### config.mk
export PLATFORM = sky130hd
export DESIGN_NAME = alg_core
export DESIGN_NICKNAME = d
export VERILOG_FILES = /design/src/rtl/alg_pkg.sv /design/src/rtl/alg_divider.sv /design/src/rtl/alg_core.sv
export SDC_FILE = /design/constraint.sdc
export NUM_CORES = 1
export LEC_CHECK = 0
export ABC_CLOCK_PERIOD_IN_PS = 2450
export BUFFER_PORTS_ARGS = -buffer_cell sky130_fd_sc_hd__buf_2
export CAP_MARGIN = 30
export CELL_PAD_IN_SITES_DETAIL_PLACEMENT = 1
export CELL_PAD_IN_SITES_GLOBAL_PLACEMENT = 1
export CORE_MARGIN = 5
export CORE_UTILIZATION = 35
export CTS_CLUSTER_SIZE = 40
export DETAILED_ROUTE_END_ITERATION = 7
export PLACE_DENSITY = 0.64
export SLEW_MARGIN = 5
export SYNTH_ARGS = -nofsm -noshare
export SYNTH_HDL_FRONTEND = slang
export SYNTH_SLANG_ARGS = --single-unit
### constraint.sdc
create_clock -name clk -period 2.45 [get_ports clk]
set_input_delay 0.245 -clock clk [delete_from_list [all_inputs] [get_ports clk]]
set_output_delay 0.245 -clock clk [all_outputs]
set_load 0.01 [all_outputs]
### src/rtl/alg_pkg.sv
// ---------------------------------------------------------------------------
// alg_pkg
// Shared definitions for the calculator ALU slice: the opcode encoding,
// operand/result widths and the code driven out on a divide by zero.
// No ports (package).
// ---------------------------------------------------------------------------
package alg_pkg;

  localparam int ALG_W     = 4;
  localparam int ALG_RES_W = 8;

  // Result driven when a division by zero is requested.
  localparam logic [ALG_RES_W-1:0] DIV0_RESULT = 8'hFF;

  typedef enum logic [2:0] {
    OP_ADD = 3'b000,
    OP_SUB = 3'b001,
    OP_MUL = 3'b010,
    OP_DIV = 3'b011,
    OP_AND = 3'b100,
    OP_OR  = 3'b101,
    OP_XOR = 3'b110,
    OP_SHL = 3'b111
  } op_e;

endpackage

### src/rtl/alg_divider.sv
// ---------------------------------------------------------------------------
// alg_divider
// Combinational unsigned restoring divider.
// Ports:
//   dividend    in  W  numerator
//   divisor     in  W  denominator
//   quotient    out W  dividend / divisor
//   remainder   out W  dividend % divisor
//   div_by_zero out 1  divisor is zero (quotient/remainder are then don't-care)
// ---------------------------------------------------------------------------
module alg_divider
  import alg_pkg::*;
#(
  parameter int W = ALG_W
) (
  input  logic [W-1:0] dividend,
  input  logic [W-1:0] divisor,
  output logic [W-1:0] quotient,
  output logic [W-1:0] remainder,
  output logic         div_by_zero
);

  logic [W-1:0] partial;
  logic [W:0]   trial;

  // Long division, one dividend bit per step from the MSB down. The running
  // partial remainder is always below the divisor, so it fits in W bits;
  // only the shifted trial value needs the extra bit.
  always_comb begin
    partial  = '0;
    trial    = '0;
    quotient = '0;
    for (int i = W - 1; i >= 0; i--) begin
      trial = {partial, dividend[i]};
      if (trial >= {1'b0, divisor}) begin
        partial     = W'(trial - {1'b0, divisor});
        quotient[i] = 1'b1;
      end else begin
        partial = trial[W-1:0];
      end
    end
    remainder = partial;
  end

  assign div_by_zero = (divisor == '0);

endmodule

### src/rtl/alg_core.sv
// ---------------------------------------------------------------------------
// alg_core
// Eight-function 4-bit ALU for the calculator datapath. Operands are sampled
// when in_valid is high and the result is registered on the same edge, so
// out/err/out_valid are available one cycle after issue.
// Ports:
//   clk       in  1    system clock, rising edge
//   rst_n     in  1    asynchronous active-low reset
//   in_valid  in  1    a, b and op are sampled this cycle
//   a, b      in  W    unsigned operands
//   op        in  3    opcode (see alg_pkg::op_e)
//   out       out 2W   registered result
//   out_valid out 1    out/err carry a new result this cycle
//   err       out 1    result invalid (division by zero)
// Optional (macro ALG_STATUS_EN):
//   zero      out 1    registered out == 0
//   carry     out 1    ADD carry out of bit W-1, SUB borrow; 0 otherwise
// ---------------------------------------------------------------------------
module alg_core
  import alg_pkg::*;
#(
  parameter int W = ALG_W
) (
  input  logic           clk,
  input  logic           rst_n,
  input  logic           in_valid,
  input  logic [W-1:0]   a,
  input  logic [W-1:0]   b,
  input  logic [2:0]     op,
  output logic [2*W-1:0] out,
  output logic           out_valid,
  output logic           err
`ifdef ALG_STATUS_EN
  ,
  output logic           zero,
  output logic           carry
`endif
);

  localparam int RES_W = 2 * W;

  op_e              opCode;
  logic [RES_W-1:0] aExt;
  logic [RES_W-1:0] bExt;
  logic [RES_W-1:0] resNext;
  logic             errNext;
  logic [W-1:0]     divQuot;
  logic [W-1:0]     divRem;
  logic             divZero;

  assign opCode = op_e'(op);
  assign aExt   = RES_W'(a);
  assign bExt   = RES_W'(b);

  alg_divider #(.W(W)) u_divider (
    .dividend   (a),
    .divisor    (b),
    .quotient   (divQuot),
    .remainder  (divRem),
    .div_by_zero(divZero)
  );

  // Result selection. Everything is done at the full result width so that
  // SUB wraps to two's complement and MUL keeps its whole product.
  always_comb begin
    resNext = '0;
    errNext = 1'b0;
    case (opCode)
      OP_ADD: resNext = aExt + bExt;
      OP_SUB: resNext = aExt - bExt;
      OP_MUL: resNext = aExt * bExt;
      OP_DIV: begin
        if (divZero) begin
          resNext = RES_W'(DIV0_RESULT);
          errNext = 1'b1;
        end else begin
          resNext = {divRem, divQuot};
        end
      end
      OP_AND: resNext = RES_W'(a & b);
      OP_OR:  resNext = RES_W'(a | b);
      OP_XOR: resNext = RES_W'(a ^ b);
      // Only the low two bits of b form the shift amount.
      OP_SHL: resNext = aExt << b[1:0];
      default: begin
        resNext = '0;
        errNext = 1'b0;
      end
    endcase
  end

  // Output register. out_valid simply follows in_valid; out and err only
  // load on a valid issue so they hold through idle cycles.
  always_ff @(posedge clk or negedge rst_n) begin
    if (!rst_n) begin
      out       <= '0;
      out_valid <= 1'b0;
      err       <= 1'b0;
    end else begin
      out_valid <= in_valid;
      if (in_valid) begin
        out <= resNext;
        err <= errNext;
      end
    end
  end

`ifdef ALG_STATUS_EN
  logic [W:0] addWide;
  logic       zeroNext;
  logic       carryNext;

  assign addWide = {1'b0, a} + {1'b0, b};

  // Status flags are derived from the same operation that loads out.
  always_comb begin
    zeroNext  = (resNext == '0);
    carryNext = 1'b0;
    case (opCode)
      OP_ADD:  carryNext = addWide[W];
      OP_SUB:  carryNext = (a < b);
      default: carryNext = 1'b0;
    endcase
  end

  // Flags register alongside out so they always describe the held result.
  always_ff @(posedge clk or negedge rst_n) begin
    if (!rst_n) begin
      zero  <= 1'b0;
      carry <= 1'b0;
    end else if (in_valid) begin
      zero  <= zeroNext;
      carry <= carryNext;
    end
  end
`endif

endmodule

==> flow_summary_export.csv <==
group,metric,value,unit
run_status,status,"finished with violations",
run_status,failed_checks,"negative setup slack",
sta,finalCriticalPeriod,4.67,ns
global_route,grt_pass1_wl,13500,um
global_route,first_global_vias,2724,
pwr,ir_drop,0.000288,V
pwr,combPwrFrac,74.9,%
synth,synth_top_cell_area_share,21.8,%
synth,syn-cell-area,2350,um2
drt,vias,2493,
sta,rsz0062_at_grt,"yes",
place,io_buffers,23,
synth,synthArstFlopShare,100,%
drt,routed_wl,8260,um
pwr,p_int,0.969,mW
critical_path,reg2regPathDepth,3,
pwr,leakagePower,1.75,nW
sta,setup_ws,-2.22,ns
cells_and_area,fin_nets,463,
place,placed_cell_area,3140,um2
sta,hold_viol,0,
critical_path,cpMostUsedCell,"ha_4",
critical_path,critPathLaunchType,"primary input",
sta,maxSlewViolCount,0,
global_route,antenna_found_initial,0,
critical_path,critPathArrivalTime,4.84,ns
cells_and_area,antennaDiodeCount,0,
synth,yosys.cell_types.count,60,
floorplan,io_pins,24,
pwr,seqPwrFrac,12.4,%
pwr,switchingPower,0.638,mW
drt,via_per_inst,5.25,
cells_and_area,area_growth_syn_to_layout,52.4,%
synth,avgSynthCellArea,8.05,um2
synth,synth-seq-area-share,10.6,%
sta,skew,0,ns
clock_tree,clk_latency,0.23,ns
pwr,p_clk_share,12.7,%
place,globalplace.congestion,0.874,
run,drv_cap,0,
critical_path,endpoint_kind,"flip-flop",
drt,firstDrtPassIters,4,
drt,drcViolationCount,0,
synth,synth_flop_cell,"dfrtp_1",
clock_tree,cts_root_buffer,"clkbuf_8",
critical_path,path_class,"primary input to flip-flop",
global_route,track_usage,19.7,%
sta,setup_viol,8,
drt,ant_nets,0,
clock_tree,numCtsBuffers,3,
hold_path,whs_path_depth,1,
pwr,power_density,449,nW/um2
drt,wl_per_cell,17.4,um
floorplan,initial_core_util,36.6,%
synth,synth-edff-count,0,
floorplan,rows,29,
critical_path,slowest_delay,0.39,ns
pwr,p_sw_share,39.7,%
clock_tree,h-tree-depth,1,
cells_and_area,layout-drive-gt1-share,42.5,%
global_route,grt_max_degree,20,
cells_and_area,final_common_cell,"buf_4",
sta,tightest_slew,0.503,ns
floorplan,core,6420,um2
cells_and_area,fin_area,3580,um2
global_route,grt.overflow.total,0,
synth,yosys-top-cells-area,"ha_1, dfrtp_1, fa_1, inv_1, a21oi_1",
synth,synth_top_cell_by_area,"ha_1",
clock_tree,clock_path_buffers,2,
synth,syn_nets,356,
sta,max_slew_margin,66.2,%
critical_path,crit_fanout,6,
synth,syn_inst,292,
place,dp_hpwl,6560,um
place,dpl_worst_slack,-2.78,ns
synth,synth_seq_cells,10,
cells_and_area,fin_util,55.8,%
clock_tree,clk_pin_slew_worst_paths,0.05,ns
critical_path,reg2reg_slack,1.63,ns
cells_and_area,final_cell_mix,"buf_4, ha_1, inv_1",
sta,fin_tns_setup,-12.81,ns
sta,period_share,191,%
synth,ys_warn_count,0,
clock_tree,cts_tree,"built",
sta,fmax,214,MHz
sta,hold_ws,0.322,ns
drt,dr.first_iter.drc_count,43,
floorplan,fp.dieArea,8450,um2
critical_path,cp_data_required_time,2.61,ns
critical_path,cp_slowest_cell,"a221o_2",
floorplan,die_x,91.9,um
floorplan,die_h,91.9,um
clock_tree,clkSinkCount,10,
hold_path,hp-class,"primary input to flip-flop",
final timing paths:
path	startpoint	endpoint
min reg2reg	out[0]	out[0]
max	a[3]	out[5]
min in group asynchronous	rst_n	out[1]
min	in_valid	out_valid
max reg2reg	out[4]	out[4]
max in group asynchronous	rst_n	err
cell families after synthesis:
group,after synthesis,share of synthesized area (%)
AO/OA/AOI/OAI,93,27.3
AND/OR/NAND/NOR,74,15.6
adder cells (fa/ha/maj),50,29.5
buffers and inverters,43,7.24
XOR/XNOR,11,4.10
multiplexers,11,5.64
flip-flops,10,10.6
metrics by stage:
step / power (mW) / std cells
floorplan: 0.824 / 292
global placement: 1.17 / 453
detailed placement: 1.21 / 453
CTS: 1.52 / 471
global route: 1.73 / 475
finish: 1.61 / 475
area by class of cell:
cell class	instances	area, um2
Sequential cell	10	250
Timing Repair Buffer	112	858
Multi-Input combinational cell	239	2170
Tap cell	77	96.3
Fill cell	785	2840
Inverter	33	154
Clock buffer	4	55.1
metal layers:
metal  wire length [um]  global-route usage, %
met1               3660                   24.7
met2               4380                   37.0
met3                114                   1.55
met4                102                   3.22
met5                  0                      0
synth_stat cells (3+ instances only):
cell and instances:
clkbuf_1 8, mux2i_1 5, xnor2_1 6, nor2b_1 6
nor3_1 3, inv_1 31, o21ai_0 17, a31o_1 3
a21o_1 5, nand2_1 22, ha_1 41, xor2_1 5
o21a_1 5, nand3b_1 4, nor2_1 20, a21oi_1 21
fa_1 9, dfrtp_1 10, o21ai_1 8, o211ai_1 3
nand2b_1 4, nand3_1 3, a211oi_1 5
critical path: cells and delay by family:
| kind | cells | cell delay, ns |
|---|---|---|
| simple gates | 2 | 0.21 |
| compound gates | 13 | 2.60 |
| mux | 2 | 0.38 |
| fa+ha+maj | 5 | 1.07 |
| buf+inv | 4 | 0.32 |
power by group through the flow:
stage | sequential [mW] | combinational [mW] | clock [mW]
final | 0.200 | 1.20 | 0.204
after CTS | 0.200 | 1.11 | 0.209
after global placement | 0.203 | 0.971 | 0
after global routing | 0.203 | 1.31 | 0.218
after detailed placement | 0.203 | 1.00 | 0
after floorplan | 0.215 | 0.609 | 0
sequential cells by signal, summed over array words and instances (netlist names):
signal     count
out            8
out_valid      1
err            1
timing repair:
item                       in CTS  in global routing
gates resized for setup        33                 22
hold endpoints to repair       10                  0
setup endpoints to repair       8                  8
pin swaps                      25                 13
cloned                          0                  0
hold buffers                    1                  0
buffers inserted               13                  4
Power figures use the tool's default switching activity.
